$ cat src/rtl/fp_to_int_seq.sv
// Sequential FP {sign, exp, mant} to signed integer converter, round toward zero.
// The alignment shift runs one bit per cycle; results are held until out_ready.
module fp_to_int_seq #(
    parameter int NX = 8,
    parameter int NM = 23,
    parameter int NI = 32
) (
    input  logic             clk,
    input  logic             rst,
    input  logic             in_valid,
    output logic             in_ready,
    input  logic [NX+NM:0]   in_data,
    output logic             out_valid,
    input  logic             out_ready,
    output logic [NI-1:0]    out_data,
    output logic             out_invalid,
    output logic             out_inexact
);

    localparam int XOFF = 2**(NX-1) - 1;
    localparam int ACCW = (NI > NM + 1) ? NI : NM + 1;
    localparam int MAXC = (NM > NI - 2 - NM) ? NM : NI - 2 - NM;
    localparam int CW   = (MAXC < 1) ? 1 : $clog2(MAXC + 1);

    // Biased-exponent thresholds, so the unbiased exponent never has to be signed
    localparam logic [31:0] E_BIAS = 32'(XOFF);
    localparam logic [31:0] E_NM   = 32'(XOFF + NM);
    localparam logic [31:0] E_TOP  = 32'(XOFF + NI - 1);

    localparam logic [NX-1:0] EXP_ONES = '1;
    localparam logic [NI-1:0] INT_MIN  = {1'b1, {(NI-1){1'b0}}};
    localparam logic [NI-1:0] INT_MAX  = {1'b0, {(NI-1){1'b1}}};

    localparam logic [1:0] S_IDLE  = 2'd0;
    localparam logic [1:0] S_SHIFT = 2'd1;
    localparam logic [1:0] S_DONE  = 2'd2;

    logic [1:0]      state_reg;
    logic [ACCW-1:0] acc_reg;
    logic [CW-1:0]   cnt_reg;
    logic            sticky_reg;
    logic            sign_reg;
    logic            dir_left_reg;
    logic [NI-1:0]   out_data_reg;
    logic            out_invalid_reg;
    logic            out_inexact_reg;

    logic            sign_in;
    logic [NX-1:0]   exp_in;
    logic [NM-1:0]   mant_in;
    logic [31:0]     exp_u;
    logic            spec_hit;
    logic [NI-1:0]   spec_data;
    logic            spec_inv;
    logic            spec_inx;
    logic            norm_left;
    logic [CW-1:0]   norm_cnt;
    logic [ACCW-1:0] norm_acc;
    logic [ACCW-1:0] acc_shift;
    logic            sticky_shift;

    function automatic logic [NI-1:0] to_int(input logic [ACCW-1:0] a, input logic s);
        logic [NI-1:0] m;
        m = a[NI-1:0];
        return s ? (~m + 1'b1) : m;
    endfunction

    assign sign_in = in_data[NX+NM];
    assign exp_in  = in_data[NX+NM-1:NM];
    assign mant_in = in_data[NM-1:0];
    assign exp_u   = 32'(exp_in);

    // Operand classification; only the last branch needs the iterative shifter
    always_comb begin
        spec_hit  = 1'b1;
        spec_data = '0;
        spec_inv  = 1'b0;
        spec_inx  = 1'b0;
        norm_left = 1'b0;
        norm_cnt  = '0;
        norm_acc  = ACCW'({1'b1, mant_in});
        if (exp_in == EXP_ONES) begin
            spec_inv  = 1'b1;
            spec_data = ((mant_in != '0) || sign_in) ? INT_MIN : INT_MAX;
        end else if (exp_in == '0) begin
            spec_inx = (mant_in != '0);
        end else if (exp_u < E_BIAS) begin
            spec_inx = 1'b1;
        end else if (sign_in && (exp_u == E_TOP) && (mant_in == '0)) begin
            spec_data = INT_MIN;
        end else if (exp_u >= E_TOP) begin
            spec_inv  = 1'b1;
            spec_data = sign_in ? INT_MIN : INT_MAX;
        end else begin
            spec_hit = 1'b0;
            if (exp_u < E_NM) begin
                norm_left = 1'b0;
                norm_cnt  = CW'(E_NM - exp_u);
            end else begin
                norm_left = 1'b1;
                norm_cnt  = CW'(exp_u - E_NM);
            end
        end
    end

    always_comb begin
        acc_shift    = dir_left_reg ? (acc_reg << 1) : (acc_reg >> 1);
        sticky_shift = sticky_reg | (!dir_left_reg & acc_reg[0]);
    end

    always_ff @(posedge clk) begin
        if (rst) begin
            state_reg       <= S_IDLE;
            acc_reg         <= '0;
            cnt_reg         <= '0;
            sticky_reg      <= 1'b0;
            sign_reg        <= 1'b0;
            dir_left_reg    <= 1'b0;
            out_data_reg    <= '0;
            out_invalid_reg <= 1'b0;
            out_inexact_reg <= 1'b0;
        end else begin
            case (state_reg)
                S_IDLE: begin
                    if (in_valid) begin
                        if (spec_hit) begin
                            out_data_reg    <= spec_data;
                            out_invalid_reg <= spec_inv;
                            out_inexact_reg <= spec_inx;
                            state_reg       <= S_DONE;
                        end else begin
                            acc_reg      <= norm_acc;
                            sticky_reg   <= 1'b0;
                            sign_reg     <= sign_in;
                            dir_left_reg <= norm_left;
                            cnt_reg      <= norm_cnt;
                            if (norm_cnt == '0) begin
                                out_data_reg    <= to_int(norm_acc, sign_in);
                                out_invalid_reg <= 1'b0;
                                out_inexact_reg <= 1'b0;
                                state_reg       <= S_DONE;
                            end else begin
                                state_reg <= S_SHIFT;
                            end
                        end
                    end
                end
                S_SHIFT: begin
                    acc_reg    <= acc_shift;
                    sticky_reg <= sticky_shift;
                    cnt_reg    <= cnt_reg - 1'b1;
                    if (cnt_reg == CW'(1)) begin
                        out_data_reg    <= to_int(acc_shift, sign_reg);
                        out_invalid_reg <= 1'b0;
                        out_inexact_reg <= sticky_shift;
                        state_reg       <= S_DONE;
                    end
                end
                S_DONE: begin
                    if (out_ready) begin
                        state_reg <= S_IDLE;
                    end
                end
                default: state_reg <= S_IDLE;
            endcase
        end
    end

    assign in_ready    = (state_reg == S_IDLE) && !rst;
    assign out_valid   = (state_reg == S_DONE);
    assign out_data    = out_data_reg;
    assign out_invalid = out_invalid_reg;
    assign out_inexact = out_inexact_reg;

endmodule

$ cat config.mk
export PLATFORM = sky130hd
export DESIGN_NAME = fp_to_int_seq
export DESIGN_NICKNAME = d
export VERILOG_FILES = /design/src/rtl/fp_to_int_seq.sv
export SDC_FILE = /design/constraint.sdc
export NUM_CORES = 1
export LEC_CHECK = 0
export CAP_MARGIN = 20
export CORE_ASPECT_RATIO = 1.2
export CORE_UTILIZATION = 51
export CTS_CLUSTER_DIAMETER = 50
export DETAILED_ROUTE_END_ITERATION = 12
export HOLD_SLACK_MARGIN = 0.08
export PLACE_DENSITY = 0.77
export SLEW_MARGIN = 20
export SYNTH_ARGS = -nofsm -noshare
export SYNTH_HDL_FRONTEND = slang
export SYNTH_SLANG_ARGS = --single-unit
$ cat constraint.sdc
create_clock -name clk -period 4.1 [get_ports clk]
set_clock_uncertainty 0.2 [all_clocks]
set_input_delay 0.41 -clock clk [delete_from_list [all_inputs] [get_ports clk]]
set_output_delay 0.41 -clock clk [all_outputs]
set_load 0.02 [all_outputs]
-- After elaboration in Yosys (flattened, before gate mapping)
Cells that the tools add are included.
- register bits: 76
- latch bits: 0
- bits in writable memories: 0
- ROM bits: 0
- input port bits: 36
- logic and storage cells: 111
- memories: 0
- $add $sub $neg: 5
- $mul: 0
- divide/modulo/power cells: 0
- $lt $le $gt $ge: 3
- equality and inequality tests: 10
- shifts and indexed selects: 0
- multiplexer cells: 63
- bitwise gates (word level): 5
- reduce and logical (&&, ||, !) cells: 16
- operator list (operator ; number):
    $mux 32 ; 16
    $pmux 32 s2 ; 2
    $add 32x1->32 const B ; 2
    $mux 5 ; 8
    $not 24->32 ; 1
    $not 32->32 ; 1
    $mux 1 ; 27
    $logic_not 23->1 ; 1
    $reduce_bool 23->1 ; 1
    $eq 8x8->1 const B ; 2
    $mux 2 ; 5
    $pmux 5 s2 ; 1
    $reduce_and 3->1 ; 3
    $ge 8x8->1 const B ; 1
    $logic_not 8->1 ; 1
    $lt 8x7->1 const B ; 1
    $lt 8x8->1 const B ; 1
    $ne 2x2->1 const B ; 3
    $pmux 1 s2 ; 3
    $pmux 2 s3 ; 1
    $eq 5x1->1 const B ; 1
    $logic_not 5->1 ; 1
    $sub 5x1->5 const B ; 1
    $sub 5x5->5 const A ; 1
    14 further kinds ; 17

-- Logic depth before layout (Yosys ltp)
- depth in word-level cells: 12
- mapped depth: 14

-- Worst setup path after synthesis
No wires, ideal clock.
- kind: flip-flop to flip-flop
- start: register dir_left_reg
- end: register out_data_reg[24] (netlist: out_data[24])
- library setup time: 79 ps
- arrival time: 3529 ps
- required time: 3821 ps
- setup slack: 292 ps
- cell stages (with the launch flop): 15
- path buffers: 6
- path through: dfxtp_1 buf_2 buf_2 buf_2 clkbuf_1 clkbuf_1 mux2i_1 ha_1 o2111ai_1 or3_1 clkbuf_1 o31ai_1 xor2_1 a21oi_1 a211oi_2
- word-level cells in the longest chain between the ends: 6
- RTL lines (what ; line ; RTL):
    start: declaration ; 43 ; logic dir_left_reg;
    start signal: assignment ; 135 ; dir_left_reg <= norm_left;
    $mux 32 (*) ; 107 ; acc_shift = dir_left_reg ? (acc_reg << 1) : (acc_reg >> 1);
    $not 32->32 ; 65 ; return s ? (~m + 1'b1) : m;
    $add 32x1->32 ; 65 ;
    $mux 32 (*) ; 65 ;
    $mux 32 (*) ; 152 ; if (cnt_reg == CW'(1)) begin
    $pmux 32 s2 (*) ; 123 ; case (state_reg)
    end signal: assignment ; 127 ; out_data_reg <= spec_data;
    end signal: assignment ; 138 ; out_data_reg <= to_int(norm_acc, sign_in);
    end signal: assignment ; 153 ; out_data_reg <= to_int(acc_shift, sign_reg);
    end: declaration ; 44 ; logic [NI-1:0] out_data_reg;
Every way passes the cells marked *; elsewhere a longest branch is shown, timed or not. The select of a mux whose other input is x is not followed.
A chain may end at the register's enable or synchronous reset.

-- Final worst setup path
- start: input port in_data[0]
- end: register out_data_reg[28] (netlist: out_data[28])
- word-level cells in the longest chain between the ends: 9
- RTL lines (what ; line ; RTL):
    start: declaration ; 12 ; input logic [NX+NM:0] in_data,
    branches (longest 9 deep; another with $add 32x1->32) ; n/a ;
Parallel ways; which one is timed is not known. The select of a mux whose other input is x is not followed.

==> results.py <==
metrics = {
    "final_layout": {
        "fill_cells": 911,
        "multi_input_area_um2": 3800,
        "antenna_cells": 0,
        "postLayoutCoreUtil": 0.633,
        "layout-drive-gt1-share": 0.128,
        "syn_to_final_growth_pct": 20.0,
        "nets": 792,
        "regArea_um2": 1520,
    },
    "place": {
        "gp_congestion": 0.933,
        "dp_hpwl_um": 11300,
        "place_worst_setup_slack_ns": 0.436,
        "io_buffer_count": 71,
    },
    "floorplanning": {
        "io_pins": 72,
        "rows": 41,
        "die_area_um2": 11400,
        "floorplan.initialDensity": 0.528,
        "core-area_um2": 10600,
        "die_y_um": 117,
        "die_x_um": 97.5,
    },
    "yosys": {
        "async_flop_share": 0,
        "synthesis.area_um2": 5580,
        "yosys-top-cells-count": "nor2_1 (94), dfxtp_1 (76), nand2_1 (49)",
        "synth.avg_cell_area_um2": 7.96,
        "synth_cell_type_count": 65,
        "ys_top_cells_by_area": "dfxtp_1 (27%), mux2i_1 (6.8%), nor2_1 (6.3%)",
        "yosysSeqAreaShare": 0.273,
        "yosys_warnings": 0,
        "ys_ff_latch": 76,
        "synthCells": 701,
        "synth.most_common_cell": "nor2_1",
        "yosysTopAreaCellShare": 0.273,
        "yosysTopAreaCell": "dfxtp_1",
        "synth_edf_count": 0,
        "syn-num-nets": 746,
        "ys.flop_type": "dfxtp_1",
    },
    "power_and_ir_drop": {
        "total_leakage_power_nw": 2.32,
        "worst_ir_drop_vdd_mv": 0.209,
        "power_mw": 2.25,
        "power.density_nw_per_um2": 335,
    },
    "clock_network": {
        "cts_buffers": 9,
        "clk_pin_slew_worst_paths_ns": 0.06,
        "clockRootBuffer": "clkbuf_16",
        "worstSkewPairLatency_ns": 0.35,
        "hold_buffers": 0,
        "cts_max_path_buffers": 2,
        "post_cts_resized": 0,
        "cts_setup_buffers": 0,
        "tritoncts": "done",
        "clock_sinks": 76,
        "h-tree-depth": 3,
    },
    "global_routing": {
        "grt_first_pass_wirelength_um": 26400,
        "grt_max_degree": 66,
        "overflow": 0,
        "grt_antenna_before_repair": 0,
        "grt_pass1_vias": 5415,
        "grt_util_all_layers": 0.287,
    },
    "route": {
        "first_iter_violations": 402,
        "antenna_left": 0,
        "vias": 5609,
        "dr.pass1.iters": 5,
        "vias_per_cell": 6.37,
        "wl_per_cell_um": 18.5,
        "drc_errors": 0,
        "wl_um": 16300,
    },
    "timing": {
        "hold_violations": 0,
        "fmax_mhz": 299,
        "slew_headroom": 0.333,
        "setup-violations-final": 0,
        "maxSlewViolCount": 0,
        "max_slew.worst_pin.slew_ns": 0.999,
        "fin_crit_ns": 3.34,
        "rsz0062_at_grt": "false",
        "tns_ns": 0,
        "fin_crit_sh": 0.815,
        "setup_ws_ns": 0.760,
    },
    "outcome": {
        "status": "completed",
    },
    "job": {
        "drv_cap": 0,
    },
    "setup_path": {
        "crit_arrival_ns": 3.39,
        "critPathMaxStageDelay_ns": 0.50,
        "crit_type": "in2reg",
        "end_kind": "register",
        "critPathLaunchType": "primary input",
        "ff2ff_path_depth": 9,
        "path_cells": "clkdlybuf4s50_1, inv_1, ha_1, or4b_1, or4_4, o211a_4, or3_4, nand2_4, a21oi_1, a211oi_1",
        "reg2reg_to": "out_data[24]",
        "cp_data_required_time_ns": 4.15,
        "crit_fanout": 12,
        "r2r_slack_ns": 0.83,
        "rr_startpoint": "dir_left_reg",
        "crit_slowest_cell": "clkdlybuf4s50_1",
    },
    "min_path": {
        "worstHoldEndpoint": "cnt_reg[4]",
        "hold_depth": 2,
        "min_path_type": "reg2reg",
        "worstHoldStart": "cnt_reg[4]",
    },
}
==> critical path: cells and delay by family <==
kind            cells  cell delay [ns]
compound gates      3             0.58
buf+inv             2             0.59
simple gates        4             1.63
fa+ha+maj           1             0.17
==> placed cells by master (no fill, tap or decap), drive strengths merged, types with 8 or more instances in the layout <==
master / instances
nor2: 94
dfxtp: 76
clkdlybuf4s50: 70
nand2: 50
o21ai: 47
a211oi: 39
mux2i: 38
a21oi: 32
nor3: 32
xnor2: 25
xor2: 24
mux2: 22
buf: 22
a31oi: 13
o31ai: 12
inv: 12
a311oi: 10
ha: 9
clkbuf: 9
a22oi: 8
a221oi: 8
or3: 8
nor4: 8
==> report_power, final <==
group	switching [mW]	internal, mW	total, mW
Clock	0.351	0.475	0.826
Combinational	0.329	0.255	0.584
Sequential	0.0472	0.788	0.835
==> stage by stage <==
| stage | cell area [um^2] | instances | hold WS (ns) |
|---|---|---|---|
| global route | 6690 | 881 | 0.279 |
| detailed placement | 6390 | 865 | 0.255 |
| global placement | 6390 | 865 | 0.240 |
| floorplan | 5580 | 701 | 0.233 |
| finish | 6690 | 881 | 0.262 |
| CTS | 6690 | 881 | 0.267 |
==> cell families after synthesis <==
logic type	Yosys count	synth area share
muxes	60	0.113
buffers and inverters	67	0.0489
and+or+nand+nor	241	0.214
DFF	76	0.273
xor gates and xnor gates	49	0.0770
adders and majority gates	9	0.0202
AOI/OAI and AO/OA	199	0.255
==> final cells by class <==
cell class | instances | share of cell area
timing repair buffer | 92 | 0.131
multi-input combinational | 558 | 0.567
inverter | 10 | 0.00561
tap | 129 | 0.0241
sequential | 76 | 0.227
clock buffer | 9 | 0.0336
clock inverter | 7 | 0.0112
==> per-layer routing <==
metal,GRT usage,wire (um),up-vias
met2,0.511,8210,199
li1,-,-,2675
met1,0.337,6750,2698
met5,0,0,-
met4,0.137,454,0
met3,0.0491,865,37
==> how the worst max path moves through the flow <==
stage                       from            to  slack, ns  cells after the start
floorplan           dir_left_reg  out_data[24]       0.29                     14
global placement      in_data[0]  out_data[26]       0.52                     10
detailed placement    in_data[0]  out_data[28]       0.44                     10
CTS                   in_data[0]  out_data[28]       0.79                     10
global route          in_data[1]  out_data[28]       0.64                     10
finish                in_data[0]  out_data[28]       0.76                     10
No activity file was read; power rests on OpenSTA's default activity.
